===== src/rtl/note_sequencer.sv =====
// Note sequencer: buffers note commands in a small FIFO and plays them back-to-back
// with exact tick-based durations and a fixed silent gap, driving freq_x100/gate.
module note_sequencer #(
  parameter int TICK_DIV   = 50000,
  parameter int FIFO_DEPTH = 4,
  parameter int GAP_TICKS  = 2
) (
  input  logic                          clk,
  input  logic                          rst_n,
  input  logic                          cmd_valid,
  output logic                          cmd_ready,
  input  logic [3:0]                    cmd_note,
  input  logic [2:0]                    cmd_octave,
  input  logic [15:0]                   cmd_dur,
  input  logic                          stop,
  output logic [19:0]                   freq_x100,
  output logic                          gate,
  output logic                          busy,
  output logic                          note_done,
  output logic [$clog2(FIFO_DEPTH):0]   fifo_count
);

  // state | meaning
  // IDLE  | waiting for a queued command; pops the head when one is present
  // LOAD  | head registered; frequency computed, counters cleared
  // PLAY  | note sounding (or rest silent) for dur ticks
  // GAP   | articulation silence for GAP_TICKS ticks
  typedef enum logic [1:0] {IDLE, LOAD, PLAY, GAP} state_t;

  localparam int AW = (FIFO_DEPTH > 1) ? $clog2(FIFO_DEPTH) : 1;
  localparam int CW = $clog2(FIFO_DEPTH) + 1;
  localparam int PW = (TICK_DIV > 1) ? $clog2(TICK_DIV) : 1;
  localparam logic [CW-1:0] DEPTH_C   = CW'(FIFO_DEPTH);
  localparam logic [PW-1:0] PRESC_END = PW'(TICK_DIV - 1);
  localparam logic [15:0]   GAP_LAST  = 16'(GAP_TICKS - 1);

  state_t state, state_nxt;

  logic [22:0]   mem [FIFO_DEPTH];
  logic [AW-1:0] wr_ptr, rd_ptr;
  logic          push, pop;

  logic [3:0]    cur_note;
  logic [2:0]    cur_oct;
  logic [15:0]   cur_dur;
  logic          is_rest;
  logic [19:0]   freq_calc;

  logic [PW-1:0] presc;
  logic [15:0]   tick;
  logic          presc_last;
  logic          cnt_clr;

  logic [19:0]   freq_nxt;
  logic          gate_nxt;
  logic          done_nxt;

  function automatic logic [14:0] base_freq(input logic [3:0] n);
    case (n)
      4'd0:    base_freq = 15'd13081;
      4'd1:    base_freq = 15'd13859;
      4'd2:    base_freq = 15'd14683;
      4'd3:    base_freq = 15'd15556;
      4'd4:    base_freq = 15'd16481;
      4'd5:    base_freq = 15'd17461;
      4'd6:    base_freq = 15'd18500;
      4'd7:    base_freq = 15'd19600;
      4'd8:    base_freq = 15'd20765;
      4'd9:    base_freq = 15'd22000;
      4'd10:   base_freq = 15'd23308;
      4'd11:   base_freq = 15'd24694;
      default: base_freq = 15'd0;
    endcase
  endfunction

  assign cmd_ready  = (fifo_count < DEPTH_C) && !stop;
  assign push       = cmd_valid && cmd_ready;
  assign busy       = (state != IDLE) || (fifo_count != '0);
  assign is_rest    = cur_note[3] & cur_note[2];
  assign freq_calc  = {5'd0, base_freq(cur_note)} << cur_oct;
  assign presc_last = (presc == PRESC_END);

  always_ff @(posedge clk) begin
    if (push) mem[wr_ptr] <= {cmd_note, cmd_octave, cmd_dur};
  end

  always_ff @(posedge clk or negedge rst_n) begin
    if (!rst_n) begin
      wr_ptr     <= '0;
      rd_ptr     <= '0;
      fifo_count <= '0;
    end else if (stop) begin
      wr_ptr     <= '0;
      rd_ptr     <= '0;
      fifo_count <= '0;
    end else begin
      if (push) wr_ptr <= wr_ptr + AW'(1);
      if (pop)  rd_ptr <= rd_ptr + AW'(1);
      case ({push, pop})
        2'b10:   fifo_count <= fifo_count + CW'(1);
        2'b01:   fifo_count <= fifo_count - CW'(1);
        default: fifo_count <= fifo_count;
      endcase
    end
  end

  // Octave saturates at load so the shifter only ever sees 0..4.
  always_ff @(posedge clk or negedge rst_n) begin
    if (!rst_n) begin
      cur_note <= '0;
      cur_oct  <= '0;
      cur_dur  <= '0;
    end else if (pop) begin
      cur_note <= mem[rd_ptr][22:19];
      cur_oct  <= (mem[rd_ptr][18:16] > 3'd4) ? 3'd4 : mem[rd_ptr][18:16];
      cur_dur  <= mem[rd_ptr][15:0];
    end
  end

  always_ff @(posedge clk or negedge rst_n) begin
    if (!rst_n) begin
      presc <= '0;
      tick  <= '0;
    end else if (cnt_clr) begin
      presc <= '0;
      tick  <= '0;
    end else if (state == PLAY || state == GAP) begin
      if (presc_last) begin
        presc <= '0;
        tick  <= tick + 16'd1;
      end else begin
        presc <= presc + PW'(1);
      end
    end
  end

  always_ff @(posedge clk or negedge rst_n) begin
    if (!rst_n) begin
      state     <= IDLE;
      freq_x100 <= '0;
      gate      <= 1'b0;
      note_done <= 1'b0;
    end else begin
      state     <= state_nxt;
      freq_x100 <= freq_nxt;
      gate      <= gate_nxt;
      note_done <= done_nxt;
    end
  end

  always_comb begin
    state_nxt = state;
    pop       = 1'b0;
    cnt_clr   = 1'b0;
    freq_nxt  = freq_x100;
    gate_nxt  = gate;
    done_nxt  = 1'b0;
    if (stop) begin
      state_nxt = IDLE;
      freq_nxt  = '0;
      gate_nxt  = 1'b0;
    end else begin
      case (state)
        IDLE: begin
          if (fifo_count != '0) begin
            pop       = 1'b1;
            state_nxt = LOAD;
          end
        end
        LOAD: begin
          cnt_clr = 1'b1;
          if (cur_dur == 16'd0) begin
            done_nxt  = 1'b1;
            state_nxt = GAP;
          end else begin
            state_nxt = PLAY;
            gate_nxt  = !is_rest;
            freq_nxt  = is_rest ? 20'd0 : freq_calc;
          end
        end
        PLAY: begin
          if (presc_last && tick == cur_dur - 16'd1) begin
            cnt_clr   = 1'b1;
            done_nxt  = 1'b1;
            gate_nxt  = 1'b0;
            freq_nxt  = '0;
            state_nxt = GAP;
          end
        end
        GAP: begin
          if (GAP_TICKS == 0) begin
            state_nxt = IDLE;
          end else if (presc_last && tick == GAP_LAST) begin
            state_nxt = IDLE;
          end
        end
        default: state_nxt = IDLE;
      endcase
    end
  end

endmodule


===== config.mk =====
export PLATFORM = sky130hd
export DESIGN_NAME = note_sequencer
export DESIGN_NICKNAME = d
export VERILOG_FILES = /design/src/rtl/note_sequencer.sv
export SDC_FILE = /design/constraint.sdc
export NUM_CORES = 1
export LEC_CHECK = 0
export BUFFER_PORTS_ARGS = -buffer_cell sky130_fd_sc_hd__buf_2
export CAP_MARGIN = 20
export CORE_ASPECT_RATIO = 1.25
export CORE_MARGIN = 4
export CORE_UTILIZATION = 45
export CTS_BUF_LIST = sky130_fd_sc_hd__clkbuf_8
export DETAILED_ROUTE_END_ITERATION = 8
export PLACE_DENSITY = 0.59
export SLEW_MARGIN = 40
export SYNTH_ARGS = -nofsm -noshare
export SYNTH_HDL_FRONTEND = slang
export SYNTH_SLANG_ARGS = --single-unit

===== constraint.sdc =====
create_clock -name clk -period 5.4 [get_ports clk]
set_input_delay 0.54 -clock clk [delete_from_list [all_inputs] [get_ports clk]]
set_output_delay 0.54 -clock clk [all_outputs]
set_load 0.02 [all_outputs]

==> run metrics, run 1 <==
status completed; GRT Residual Overflow 0; syn avg cell area 11.47 um2; Synth Net Count 814; CTS max path bufs 2; CTS H-tree lvls 4; Post-DP Area 9264 um2; Post-Synthesis Cells 765; most frequent cells in the layout 120 x nand2_1, 92 x edfxtp_1, 83 x dfrtp_1; mux cell area share after synthesis 8.143%; Post-Syn Area 8773 um2; Die Width 132.9 um; crit-path cells or4b_1 > or4_1 > or4_4 > nor4_2 > nand4_2 > a21oi_2 > buf_4 > a211oi_1; slowest stage cell, crit path or4_1; maxcap violations 0; Post-CTS Setup Bufs 0; port buffer count 53; Fin Hold WS 0.1082 ns; CTS-repair resized insts 0; vias in the first global route 5,916; Leak 0.003843 uW; CP Launch Type flip-flop; Max Clock Freq 0.3026 GHz; DR iter-0 viols 403; Post-CTS Hold Buffers 0; Vias 5,774; # setup viols final 0; Ys Warns 0; most common flop cell mapped by yosys edfxtp_1; fillers 1,718; crit-path max FO 21; fin crit share 61.19%; Final Power 4780 uW; area share of the largest cell type after synthesis 31.49%; Final ANT Viol Nets 0; placement row count 56; largest net degree at the start of global routing 87; initial antenna violation count 0; top routing layer used met4; setup ws final 2.096 ns; CTS Buf Count 17; sequential share of the synthesized area 56.02%; Post-DP HPWL 12,650 um; cell taking the most area after synthesis edfxtp_1; Data required, critical path 5.72 ns; Die Span Y 164.1 um; RSZ-0062 raised after global routing no; dpl ws 2.122 ns; first-pass GRT wire length 30,280 um; CTS tree built; power density over the cells 494.7 nW/um2; most common cell after layout, fill and taps aside nand2_1; Via density 5.346; DRC viols 0; die area 21,810 um2; I/O Pins 54; Fin Setup TNS 0 ns; root buf cell clkbuf_8; antenna diode count 0; min-delay worst type in -> async; # nets final 855; Worst Path Arrival 3.63 ns; Worst Skew 0.01336 ns; clk sinks 178; CP endpoint kind flip-flop; area grow syn2layout 10.14%; clk_lat worst skew 0.47 ns; final hold vios 0; WL final 17,920 um; adder-cell share of the synthesized area 3.223%; number of enable flip-flop cells after synthesis 92; Area contributors post-synth edfxtp_1 31%, dfrtp_1 25%, mux4_2 5.9%; VDD IR max 0.2377 mV; Async SR Flop Fraction 48.31%; largest family of logic cells by synthesized area simple AND/OR/NAND/NOR gates; simple-gate share of the synthesized area 16.51%; Tmin final 3.304 ns; post-synthesis register bit count 178; Slew HR 53.84%; Slew Limit Fails 0; count of different cell masters after synthesis 62; met3 WL 578 um; post-synthesis xor/xnor area fraction 4.792%; Core Area 18,990 um2; Detail Route met2 WL 8894 um; WS Path Type reg -> reg; design area 9663 um2; largest stage delay on the critical path 0.68 ns; share of layout cells above drive strength 1 18.93%; met1 WL 8190 um; Synth Area in Compound Gates 8.657%; WL/cell 16.59 um; Initial Util 46.20%; gr usage total 17.47%; Placer Congestion 0.9048; TritonRoute pass-1 iters 5; Clock transition at path regs 0.11 ns; worst slew pin tran 0.6924 ns
-- layout make-up --
cell class / instances / area, um2 / area share [%]
Clock buffer: 17 / 234.0 / 2.421
Clock inverter: 15 / 155.1 / 1.606
Tap cell: 261 / 326.6 / 3.380
Inverter: 17 / 63.81 / 0.6604
Timing Repair Buffer: 61 / 334.1 / 3.457
Multi-Input combinational cell: 531 / 3631 / 37.58
Sequential cell: 178 / 4918 / 50.90
-- per-stage QoR --
step,utilization (%),instances
floorplan,-,765
global placement,48.76,1048
detailed placement,48.79,1048
CTS,50.84,1080
global route,50.89,1080
finish,50.89,1080
-- metal layers --
metal,track usage (%),vias to the layer above
met5,0,-
met4,5.955,0
li1,-,2832
met2,29.57,101
met3,3.370,21
met1,22.68,2820
-- sequential cells by signal (all words and copies together) (netlist names) --
signal      count
mem            92
freq_x100      20
cur_dur        16
presc          16
tick           16
cur_note        4
cur_oct         3
fifo_count      3
rd_ptr          2
state           2
wr_ptr          2
gate            1
note_done       1
-- path summary, 6_finish.rpt --
path / slack [ns] / cells past startpoint / startpoint / end
worst max register to register: 2.10 / 8 / presc[4] / tick[1]
min in group clk: 0.28 / 1 / cmd_dur[9] / mem[2][9]
worst min-delay path: 0.11 / 1 / rst_n / freq_x100[4]
worst max-delay path: 2.10 / 8 / presc[4] / tick[1]
max in group asynchronous: 4.80 / 1 / rst_n / rd_ptr[1]
worst min register to register: 0.48 / 1 / gate / gate
-- power by group --
group	internal [uW]	leakage [uW]	total, uW	switching [uW]
Sequential	1690	0.00198	2070	381
Combinational	760	0.00167	1820	1060
Clock	348	0.000196	899	550
-- synth_stat cells, drive strengths merged (2+ instances only) --
cell type / n
and2: 3
or3: 6
nand2: 120
o21ai: 42
edfxtp: 92
clkbuf: 29
a21oi: 27
nand3: 15
a211oi: 5
o21a: 2
o31ai: 5
ha: 21
xor2: 28
buf: 10
mux2: 5
mux4: 23
nor2: 72
o22ai: 11
a21o: 5
or4: 5
dfrtp: 86
nand3b: 4
nand2b: 7
nand4: 18
nor4: 10
and3: 12
xnor2: 20
a22o: 7
mux2i: 14
nor3: 8
a32o: 3
nor2b: 10
or2: 3
o2bb2ai: 2
inv: 17
-- worst max-delay path: cells and delay by family, from the launching register on --
kind | cells | cell delay [ns]
buf+inv | 1 | 0.33
simple gates | 5 | 2.13
flops | 1 | 0.43
compound gates | 2 | 0.26
-- logic make-up after synthesis --
| family | after synthesis |
|---|---|
| AO/OA/AOI/OAI | 120 |
| XOR/XNOR | 48 |
| adder cells (fa/ha/maj) | 22 |
| buffers and inverters | 56 |
| flip-flops | 178 |
| multiplexers | 42 |
| AND/OR/NAND/NOR | 299 |
(Power assumes the default switching activity.)
==> run 2, diff against run 1 <==
--- a/config.mk
+++ b/config.mk
@@ -5,6 +5,7 @@
 export SDC_FILE = /design/constraint.sdc
 export NUM_CORES = 1
 export LEC_CHECK = 0
+export ABC_AREA = 1
 export BUFFER_PORTS_ARGS = -buffer_cell sky130_fd_sc_hd__buf_2
 export CAP_MARGIN = 20
 export CORE_ASPECT_RATIO = 1.25
@@ -12,7 +13,7 @@
 export CORE_UTILIZATION = 45
 export CTS_BUF_LIST = sky130_fd_sc_hd__clkbuf_8
 export DETAILED_ROUTE_END_ITERATION = 8
-export PLACE_DENSITY = 0.59
+export PLACE_DENSITY = 0.61
 export SLEW_MARGIN = 40
 export SYNTH_ARGS = -nofsm -noshare
 export SYNTH_HDL_FRONTEND = slang
==> constraint.sdc (replaced) <==
create_clock -name clk -period 2.7 [get_ports clk]
set_input_delay 0.27 -clock clk [delete_from_list [all_inputs] [get_ports clk]]
set_output_delay 0.27 -clock clk [all_outputs]
set_load 0.02 [all_outputs]
==> run 2 against run 1 <==
  * Final cell count is 30% higher
  * Maximum frequency increased by 40%
  * Sequential share of layout area decreased by 4.2 points
  * Critical path depth increased by 7
  * Final area rose by 8.9%
  * Critical path type unchanged
  * Largest power group is now combinational cells
==> run metrics, run 2 <==
status completed; CTS max path bufs 2; clk sinks 178; Slew Limit Fails 0; R2R Path End presc[6]; WS Path Type reg -> reg; M1 GR Usage 24.90%; fin crit share 87.48%; Slew HR 54.11%; worst slew pin tran 0.6875 ns; Via density 5.145; Pint 5564 uW; fillers 1,936; most common flop cell mapped by yosys edfxtp_1; post-synthesis register bit count 178; Area contributors post-synth edfxtp_1 30%, dfrtp_1 23%, nand2_1 8.5%; DRC viols 0; Clock Power Share 18.9%; crit path to presc[6]; Commonest cells post-synth 211 x nand2_1, 126 x nor2_1, 111 x o21ai_0, 92 x edfxtp_1, 92 x inv_1; Post-Syn Area 9356 um2; first-pass GRT wire length 35,290 um; cell taking the most area after synthesis edfxtp_1; Post-DP Area 9908 um2; CP endpoint kind flip-flop; Fin Setup TNS 0 ns; share of total power in combinational logic 44.1%; placement row count 58; Max Clock Freq 0.4234 GHz; largest net degree at the start of global routing 54; Post-DP HPWL 14,400 um; Die Span Y 169.2 um; Switching Fraction 44.85%; R2R setup slack 0.34 ns; Core Area 20,320 um2; RR Startpoint cur_dur[0]; # nets final 1,171; most numerous cell in the Yosys netlist nand2_1; # setup viols final 0; power density over the cells 959.1 nW/um2; CP startpoint cur_dur[0]; VDD IR max 0.4038 mV; share of layout cells above drive strength 1 12.25%; TritonRoute pass-1 iters 5; most common cell after layout, fill and taps aside nand2_1; design area 10,520 um2; Async SR Flop Fraction 48.31%; Die Width 137.0 um; Post-CTS Setup Bufs 0; maxcap violations 0; count of different cell masters after synthesis 43; Leak 0.004613 uW; vias in the first global route 7,058; syn avg cell area 8.827 um2; Ys Warns 0; Vias 7,229; Regs by FF count mem: 92 flops, freq_x100: 20 flops; Top cell by count, worst path nand2_1; clk_lat worst skew 0.47 ns; Worst Path Arrival 2.70 ns; max reg flops 92; root buf cell clkbuf_8; Psw 4525 uW; antenna diode count 0; M3 GR Usage 3.321%; RSZ-0062 raised after global routing no; Post-Synthesis Cells 1,060; number of enable flip-flop cells after synthesis 92; I/O Pins 54; Synth Net Count 1,109; slowest stage cell, crit path dfrtp_1; crit-path max FO 11; Data required, critical path 3.03 ns; most frequent cells in the layout 211 x nand2_1, 121 x nor2_1, 111 x o21ai_0; Tmin final 2.362 ns; initial antenna violation count 0; CP Launch Type flip-flop; R2R depth 15; crit-path cells inv_1 > ha_1 > nand2_1 > nand3_1 > nand2_1 > nor2_1 > nand3_1 > nor2_1 > nand2_1 > nor2_2 > nand4_1 > nand2_1 > nand2_2 > nand2_1 > a21oi_1; GRT met2 Usage 32.19%; sequential share of the synthesized area 52.53%; CTS Buf Count 17; CTS H-tree lvls 4; area grow syn2layout 12.42%; gr usage total 18.91%; WL final 20,800 um; DR iter-0 viols 336; port buffer count 53; Worst Skew 0.01632 ns; largest register by flop count mem; GRT Residual Overflow 0; Clock transition at path regs 0.11 ns; min-delay worst type in -> reg; Placer Congestion 0.8515; sequential share of power 37.0%; WL/cell 14.80 um; largest stage delay on the critical path 0.39 ns; Initial Util 46.05%; final hold vios 0; die area 23,180 um2; CTS tree built; GRT Max-Usage Layer met2; Final ANT Viol Nets 0; area share of the largest cell type after synthesis 29.53%
run 2: changes by cell type after synthesis, sizes merged, moves of 18 or more:
| cell | delta |
|---|---|
| o21ai | +69 |
| nand3 | +53 |
| inv | +77 |
| nand2 | +97 |
| o211ai | +18 |
| nor2 | +61 |
| mux4 | -23 |
run 2: worst min path at each step:
stage	slack (ns)	cells past startpoint	start	endpoint
after detailed placement	0.27	1	rst_n	presc[9]
final	0.03	1	cmd_note[3]	mem[1][22]
after CTS	0.002	1	cmd_dur[14]	mem[2][14]
after global placement	0.27	1	rst_n	presc[9]
after floorplan	-0.03	0	rst_n	cur_dur[0]
after global routing	0.001	1	cmd_dur[15]	mem[1][15]
run 2: per-layer routing:
| layer | vias to the layer above | share of wire [%] |
|---|---|---|
| met5 | - | 0 |
| met4 | 0 | 1.4 |
| met3 | 21 | 3.0 |
| met2 | 104 | 50 |
| met1 | 3397 | 46 |
| li1 | 3707 | - |
run 2: cell families after synthesis:
logic type	synth area share, %
and+or+nand+nor	22.08
AOI/OAI and AO/OA	12.18
DFF	52.53
buffers and inverters	6.579
xor gates and xnor gates	3.183
adders and majority gates	3.022
muxes	0.4279
run 2: cell type report:
type / instances / area (um2) / share of cell area, %
inverter: 97 / 364.1 / 3.461
multi-input combinational: 733 / 3839 / 36.49
clock buffer: 17 / 234.0 / 2.224
timing repair buffer: 95 / 643.1 / 6.114
tap: 270 / 337.8 / 3.212
sequential: 178 / 4915 / 46.72
clock inverter: 15 / 186.4 / 1.772
run 2: metrics by stage:
step	instances	utilization (%)	power, uW	hold WS, ns	setup WS (ns)
final	1405	51.77	10090	0.03278	0.3382
after global routing	1405	51.77	11030	0.001029	0.04781
after CTS	1402	51.62	10180	0.001745	0.3118
after detailed placement	1354	48.76	8230	0.2676	0.3144
after global placement	1354	48.76	8180	0.2684	0.3752
after floorplan	1060	-	7035	-0.02559	0.2639
run 2: repair_timing:
item,4_1_cts,5_1_grt
endpoints found under the hold margin,91,10
resized for setup,0,0
hold buffers,16,3
run 2: power by group through the flow:
stage | sequential, uW | combinational, uW | clock, uW
2_1_floorplan | 3850 | 3180 | 0
3_3_place_gp | 3780 | 4400 | 0
3_5_place_dp | 3790 | 4440 | 0
4_1_cts | 3730 | 4470 | 1980
5_1_grt | 3800 | 5140 | 2090
6_report | 3730 | 4450 | 1910
run 2: worst max-delay path: cells and delay by family (launching register included):
family | cells | cell delay, ns
AO/OA/AOI/OAI | 1 | 0.12
adder cells (fa/ha/maj) | 1 | 0.28
buffers and inverters | 1 | 0.14
flip-flops | 1 | 0.39
AND/OR/NAND/NOR | 12 | 1.29
